### config.mk
export PLATFORM = sky130hd
export DESIGN_NAME = pkt_rr_arbiter
export DESIGN_NICKNAME = d
export VERILOG_FILES = /design/src/rtl/pkt_rr_arbiter.sv
export SDC_FILE = /design/constraint.sdc
export NUM_CORES = 1
export LEC_CHECK = 0
export CORE_MARGIN = 3
export CORE_UTILIZATION = 30
export DETAILED_ROUTE_END_ITERATION = 6
export PLACE_DENSITY = 0.89
export SYNTH_ARGS = -nofsm -noshare
export SYNTH_HDL_FRONTEND = slang
export SYNTH_SLANG_ARGS = --single-unit
### constraint.sdc
create_clock -name clk -period 2.1 [get_ports clk]
set_clock_uncertainty 0.1 [all_clocks]
set_input_delay 0.42 -clock clk [delete_from_list [all_inputs] [get_ports clk]]
set_output_delay 0.42 -clock clk [all_outputs]
set_load 0.02 [all_outputs]
### src/rtl/pkt_rr_arbiter.sv
// pkt_rr_arbiter: round-robin packet arbiter with whole-packet grant lock and beat-count watchdog
module pkt_rr_arbiter #(
  parameter int NUM_REQ     = 4,
  parameter int DATA_W      = 16,
  parameter int MAX_PKT_LEN = 64
) (
  input  logic                        clk,
  input  logic                        reset,
  input  logic [NUM_REQ-1:0]          req_valid,
  input  logic [NUM_REQ-1:0]          req_head,
  input  logic [NUM_REQ-1:0]          req_tail,
  input  logic [NUM_REQ*DATA_W-1:0]   req_data,
  output logic [NUM_REQ-1:0]          req_ready,
  output logic                        out_valid,
  output logic                        out_head,
  output logic                        out_tail,
  output logic [DATA_W-1:0]           out_data,
  input  logic                        out_ready,
  output logic [NUM_REQ-1:0]          grant,
  output logic                        busy,
  output logic                        err_trunc,
  output logic                        err_stray
);
  localparam int PW = NUM_REQ > 1 ? $clog2(NUM_REQ) : 1;
  localparam int CW = $clog2(MAX_PKT_LEN);
  typedef enum logic {IDLE, XFER} state_t;
  state_t             state_q, state_d;
  logic [NUM_REQ-1:0] grant_q, grant_d, cand;
  logic [PW-1:0]      ptr_q, ptr_d, gidx_q, gidx_d, pick;
  logic [CW-1:0]      cnt_q, cnt_d;
  logic               found, last;
  assign grant = grant_q;
  assign busy  = state_q == XFER;
  assign last  = cnt_q == CW'(MAX_PKT_LEN - 1);
  // first head-bearing requester after the rr pointer; descending scan so the nearest one wins
  always_comb begin
    cand  = req_valid & req_head;
    found = 1'b0;
    pick  = '0;
    for (int k = NUM_REQ; k >= 1; k--) begin
      if (cand[(int'(ptr_q) + k) % NUM_REQ]) begin
        found = 1'b1;
        pick  = PW'((int'(ptr_q) + k) % NUM_REQ);
      end
    end
  end
  // IDLE drops strays and arbitrates; XFER muxes the owner through and ends on a real or forced tail
  always_comb begin
    state_d   = state_q;
    grant_d   = grant_q;
    ptr_d     = ptr_q;
    gidx_d    = gidx_q;
    cnt_d     = cnt_q;
    out_valid = 1'b0;
    out_head  = 1'b0;
    out_tail  = 1'b0;
    out_data  = req_data[gidx_q*DATA_W +: DATA_W];
    req_ready = '0;
    err_trunc = 1'b0;
    err_stray = 1'b0;
    if (state_q == IDLE) begin
      req_ready = req_valid & ~req_head & {NUM_REQ{~reset}};
      err_stray = |req_ready;
      if (found) begin
        state_d = XFER;
        grant_d = NUM_REQ'(1) << pick;
        gidx_d  = pick;
      end
    end else begin
      out_valid = req_valid[gidx_q];
      out_head  = req_head[gidx_q];
      out_tail  = req_tail[gidx_q] | last;
      req_ready = grant_q & {NUM_REQ{out_ready}};
      if (out_valid && out_ready) begin
        err_trunc = last & ~req_tail[gidx_q];
        cnt_d     = out_tail ? '0 : cnt_q + 1'b1;
        if (out_tail) begin
          state_d = IDLE;
          grant_d = '0;
          ptr_d   = gidx_q;
        end
      end
    end
  end
  // state registers; reset aborts any packet in flight without emitting a tail
  always_ff @(posedge clk or posedge reset) begin
    if (reset) begin
      state_q <= IDLE;
      grant_q <= '0;
      ptr_q   <= PW'(NUM_REQ - 1);
      gidx_q  <= '0;
      cnt_q   <= '0;
    end else begin
      state_q <= state_d;
      grant_q <= grant_d;
      ptr_q   <= ptr_d;
      gidx_q  <= gidx_d;
      cnt_q   <= cnt_d;
    end
  end
endmodule

# [Word level (Yosys, flattened, before mapping)]
# Cells that the tools add are included.
[word_totals] wordCells=87 output_inout_bits=30 reg_bits=15
[op_classes] muxes=42 n_bitwise=14 n_eq_ne=3 magnitude_cmp=5 n_addsub=5 shifts=2 reduce_logical=11
[op_table] operator="indexed part select 64 x 7 -> 16 bit" count=1
[op_table] operator="two-way mux 1 bit" count=25
[op_table] operator="two-way mux 4 bit" count=5
[op_table] operator="AND 4 bit" count=4
[op_table] operator="less-than comparator 3 x 4 -> 1 bit (second input constant)" count=4
[op_table] operator="binary-select mux 1 bit (select 2 bit)" count=7
[op_table] operator="two-way mux 2 bit" count=4
[op_table] operator="OR reduction 2 bit" count=4
[op_table] operator="adder 6 x 1 -> 6 bit (second input constant)" count=1
[op_table] operator="equality test 6 bit (second input constant)" count=1
[op_table] operator="two-way mux 6 bit" count=1
[op_table] operator="AND reduction 3 bit" count=2
[op_table] operator="adder 2 x 1 -> 2 bit (second input constant)" count=2
[op_table] operator="adder 2 bit (second input constant)" count=2
[op_table] operator="AND 1 bit (first input constant)" count=4
[op_table] operator="!= test 2 x 1 -> 1 bit (second input constant)" count=2
[op_table] operator="NOT 4 bit" count=1
[op_table] operator="AND reduction 2 bit" count=2
[op_table] operator="OR reduction 4 bit" count=1
[op_table] operator="<< shifter 1 x 2 -> 4 bit (first input constant)" count=1
[op_table] operator="less-than comparator 2 x 3 -> 1 bit (second input constant)" count=1
[op_table] operator="NOT 1 bit" count=3
[op_table] operator="nonzero test 2 bit" count=1
[op_table] operator="AND 1 bit" count=1
[op_table] operator="2 further kinds" count=2

# [Logic depth before layout (Yosys ltp)]
[depth] ltp_word=13 depth_mapped=5

# [Least setup slack after synthesis]
# Ideal clock, no wire load.
[synth_timing] path_type="register -> output" from="register gidx_q[0]" to="output out_data[10]" path_stages_with_launch=4 arrival_time_ns=1.591 path_buffers=2 setup_slack_ns=-0.011 path_cell_list="dfrtp_1 -> buf_2 -> buf_2 -> mux4_2"
[synth_via] elab_chain_cells=1
[synth_lines] element="from (decl)" line="29" source="logic [PW-1:0] ptr_q, ptr_d, gidx_q, gidx_d, pick;"
[synth_lines] element="from (signal assigned)" line="97" source="gidx_q <= gidx_d;"
[synth_lines] element="indexed part select 64 x 7 -> 16 bit" line="57" source="out_data = req_data[gidx_q*DATA_W +: DATA_W];"
[synth_lines] element="to (decl)" line="17" source="output logic [DATA_W-1:0] out_data,"
# Every way passes these cells.

# [Final worst setup path]
[layout_timing] from="register gidx_q[0]" to="output out_tail"
[layout_via] elab_chain_cells=4
[layout_lines] element="binary-select mux 1 bit (select 2 bit)" line="72" source="out_tail = req_tail[gidx_q] | last;"
[layout_lines] element="two-way mux 1 bit (not written as such)" line="72"
[layout_lines] element="OR 1 bit" line="72"
[layout_lines] element="two-way mux 1 bit" line="61" source="if (state_q == IDLE) begin"
[layout_lines] element="to (decl)" line="16" source="output logic out_tail,"
# Every way passes these cells. The select of a mux whose other input is x is not followed.

==> results.rst <==
.. list-table::
   :header-rows: 1

   * - Metric
     - Value
   * - NetSw
     - 1224 uW
   * - Count of antenna-violating nets left after detailed routing
     - 0
   * - CP max FO
     - 3
   * - Actual slew at the worst max-slew pin
     - 586.3 ps
   * - Power density normalized to cell area
     - 1090 nW/um^2
   * - Overall Global Routing Usage
     - 0.2125
   * - Max-cap violation count
     - 0
   * - Library cell appearing most often on the critical path
     - sky130_fd_sc_hd__buf_6
   * - Top Ports
     - 109
   * - Internal Dissipation
     - 1882 uW
   * - Average instance area after synthesis
     - 10.93 um^2
   * - FF+latch area
     - 379.1 um^2
   * - First-pass GRT wire length
     - 8776 um
   * - Final GP Congestion
     - 0.9678
   * - WL/cell
     - 17.44 um
   * - EDFF count, synth
     - 0
   * - Input/output buffers
     - 108
   * - Height of the die
     - 72.93 um
   * - CTS H-tree lvls
     - 1
   * - Synthesis Warnings
     - 0
   * - Violated checks
     - negative setup slack
   * - Count of unique library cells instantiated by Yosys
     - 35
   * - DRC violation total after the first TritonRoute iteration
     - 64
   * - Type of the setup path with the least slack
     - flop to output pin
   * - Global route overflow
     - 0
   * - Worst-path cell chain
     - buf_6 > mux4_2 > buf_6 > a21oi_4 > nor2_1 > buf_4
   * - Cell area after placement
     - 2636 um^2
   * - Data required time at the worst endpoint
     - 1580 ps
   * - Hpwl dp
     - 4281 um
   * - DR DRC count
     - 0
   * - Combinational Power Share
     - 0.752
   * - Final Max Tran Viols
     - 0
   * - Via density per instance
     - 5.259
   * - Footprint of the multi-input gates
     - 967.2 um^2
   * - CP startpoint kind
     - flop
   * - Most instantiated flip-flop cell in the synthesis netlist
     - sky130_fd_sc_hd__dfrtp_1
   * - Via count of the first global-routing pass
     - 1823
   * - Total of endpoints with negative setup slack in the final report
     - 17
   * - Largest net degree at the start of global routing
     - 16
   * - Die boundary width
     - 72.93 um
   * - Fraction of registers with async set or reset after synthesis
     - 1.000
   * - Class of the worst hold path
     - flop to flop
   * - Die footprint
     - 5318 um^2
   * - TritonCTS clock tree
     - yes
   * - Switching power share of the total
     - 0.3942
   * - Net Count, Synth
     - 203
   * - Count of antenna diodes in the layout
     - 0
   * - Total Wirelength
     - 5390 um
   * - Final instance area
     - 2849 um^2
   * - Flop pwr share
     - 0.172
   * - Post-synthesis instance area
     - 1344 um^2
   * - Setup TNS
     - -1359 ps
   * - Number of sinks driven by the clock tree
     - 15
   * - Period utilisation layout
     - 1.089
   * - Setup repair after global routing missed its margin
     - true
   * - Critical Path End Type
     - output pin
   * - Deepest clock path buffer count
     - 2
   * - Clock insertion delay at the later pin of the skew report
     - 250 ps
   * - Hold Violations, Final
     - 0
   * - Detailed-router iteration count before antenna repair
     - 4
   * - Power share of the clock group
     - 0.076
   * - Sequential element share of the synthesized area
     - 0.2812
   * - CTS Buf Count
     - 3
   * - Depth of the most critical reg-to-reg path
     - 7
   * - Terminus of the critical flop-to-flop path
     - cnt_q[4]
   * - Reg2Reg Setup Slack
     - -90 ps
   * - Filler Cell Count
     - 334
   * - Synth Instances
     - 123
   * - Net count reported at finish
     - 340
   * - Slowest stage delay, CP
     - 520 ps
   * - Root buf cell
     - sky130_fd_sc_hd__clkbuf_8
   * - Capturing element of the worst setup path
     - out_tail
   * - Result of the run
     - finished with violations
   * - Fraction of final layout cells sized beyond drive strength 1
     - 0.3745
   * - Post-CTS Hold Fix Bufs
     - 0
   * - Number of antenna violations at the first check in global routing
     - 0
   * - Fmax
     - 437.2 MHz
   * - Min Clock Period, post-route
     - 2287 ps
   * - Site row count
     - 23
   * - WP data arrival
     - 1770 ps
   * - IR drop worst, VDD
     - 465.0 uV
   * - Crit path from
     - gidx_q[0]
   * - Flops & latches, synth
     - 15
   * - Worst setup slack after layout
     - -187.2 ps
   * - Core area
     - 4173 um^2
   * - Cell with the biggest individual delay on the critical path
     - sky130_fd_sc_hd__mux4_2
   * - Initial core utilization
     - 0.3220
   * - Number of vias after detailed routing
     - 1625
   * - Clock-pin transition on the worst setup and hold timing paths
     - 60 ps
   * - Max transition margin
     - 0.6087
   * - Leakage power figure
     - 0.001207 uW
   * - Post-route worst hold slack
     - 484.3 ps
   * - Area added between synthesis and finish
     - 112.0%
   * - Critical register-to-register path startpoint
     - gidx_q[0]
[final cells by class]
cell class	instances	share of cell area
clock buffer	3	0.01449
clock inverter	1	0.001757
inverter	2	0.002635
multi-input combinational	99	0.3395
sequential	15	0.1331
tap	50	0.02196
timing repair buffer	139	0.4866
[critical path: cells and delay by family (launching register included)]
kind,cells,cell delay (ps)
AOI/OAI and AO/OA,1,120
buffers and inverters,3,400
DFF,1,410
muxes,1,520
and+or+nand+nor,1,60
[metrics by stage]
stage / total power [uW] / cells / util / setup slack [ps]
after detailed placement: 2546 / 298 / 0.6318 / -607.0
after global routing: 3306 / 309 / 0.6828 / -248.3
after global placement: 2514 / 298 / 0.6318 / -592.3
after CTS: 2976 / 309 / 0.6627 / -180.4
final: 3106 / 309 / 0.6828 / -187.2
after floorplan: 1602 / 123 / - / 71.40
[state kept, by name (all words and copies together) (netlist names)]
signal / count
busy: 1
cnt_q: 6
gidx_q: 2
grant: 4
ptr_q: 2
[placed cells by master (no fill, tap or decap), drive strengths merged, types with 2 or more instances in the layout]
master / instances
a21o: 2
a21oi: 2
a22oi: 2
a31oi: 2
a32o: 4
and2: 2
buf: 52
clkbuf: 3
clkdlybuf4s15: 3
clkdlybuf4s50: 71
dfrtp: 13
dfstp: 2
dlygate4sd2: 11
inv: 2
mux2: 2
mux4: 19
nand2: 20
nand3: 10
nor2: 5
nor2b: 4
o21ai: 5
o32ai: 4
or4: 3
[cell families after synthesis]
group	count (synthesis)	synth area share
buffers and inverters	9	0.02887
AO/OA/AOI/OAI	25	0.1480
AND/OR/NAND/NOR	52	0.1974
multiplexers	21	0.3352
adder cells (fa/ha/maj)	1	0.009309
flip-flops	15	0.2812
[synth_stat cells (all sizes together) (3+ instances only)]
| master | number | share of area |
|---|---|---|
| dfrtp | 13 | 0.24 |
| o21ai | 5 | 0.019 |
| nor2b | 4 | 0.019 |
| nand2 | 20 | 0.056 |
| nor2 | 5 | 0.014 |
| nand3 | 10 | 0.037 |
| o32ai | 4 | 0.026 |
| a32o | 4 | 0.030 |
| or4 | 3 | 0.017 |
| mux4 | 19 | 0.32 |
| buf | 6 | 0.020 |
[worst min path at each step]
stage / end / start / cells after the start / slack, ps
finish: grant[2] / grant[2] / 2 / 480
floorplan: busy / reset / 1 / 220
CTS: grant[3] / grant[3] / 2 / 480
global route: grant[2] / grant[2] / 2 / 490
detailed placement: grant[1] / grant[1] / 2 / 470
global placement: grant[3] / grant[3] / 2 / 460
[power by group through the flow]
stage	Sequential [uW]	Clock (uW)	Combinational, uW
global route	551	261	2490
detailed placement	538	0	2010
global placement	533	0	1980
floorplan	549	0	1050
finish	533	237	2340
CTS	529	242	2210
[routing by layer]
| metal | up-vias | wire (um) | share of wire | track usage |
|---|---|---|---|---|
| met5 | - | 0 | 0 | 0 |
| met4 | 0 | 44 | 0.0082 | 0.02869 |
| met3 | 4 | 215 | 0.040 | 0.03719 |
| met2 | 46 | 3073 | 0.57 | 0.4078 |
| met1 | 800 | 2056 | 0.38 | 0.2498 |
| li1 | 775 | - | - | - |
[timing repair]
| item | in CTS | in global routing |
|---|---|---|
| endpoints found under the setup margin | 29 | 33 |
| resized for setup | 141 | 32 |
| buffers inserted | 6 | 4 |
| gates cloned | 1 | 0 |
| pin swaps | 8 | 4 |
Note: power is estimated with default switching activity, not from simulation.
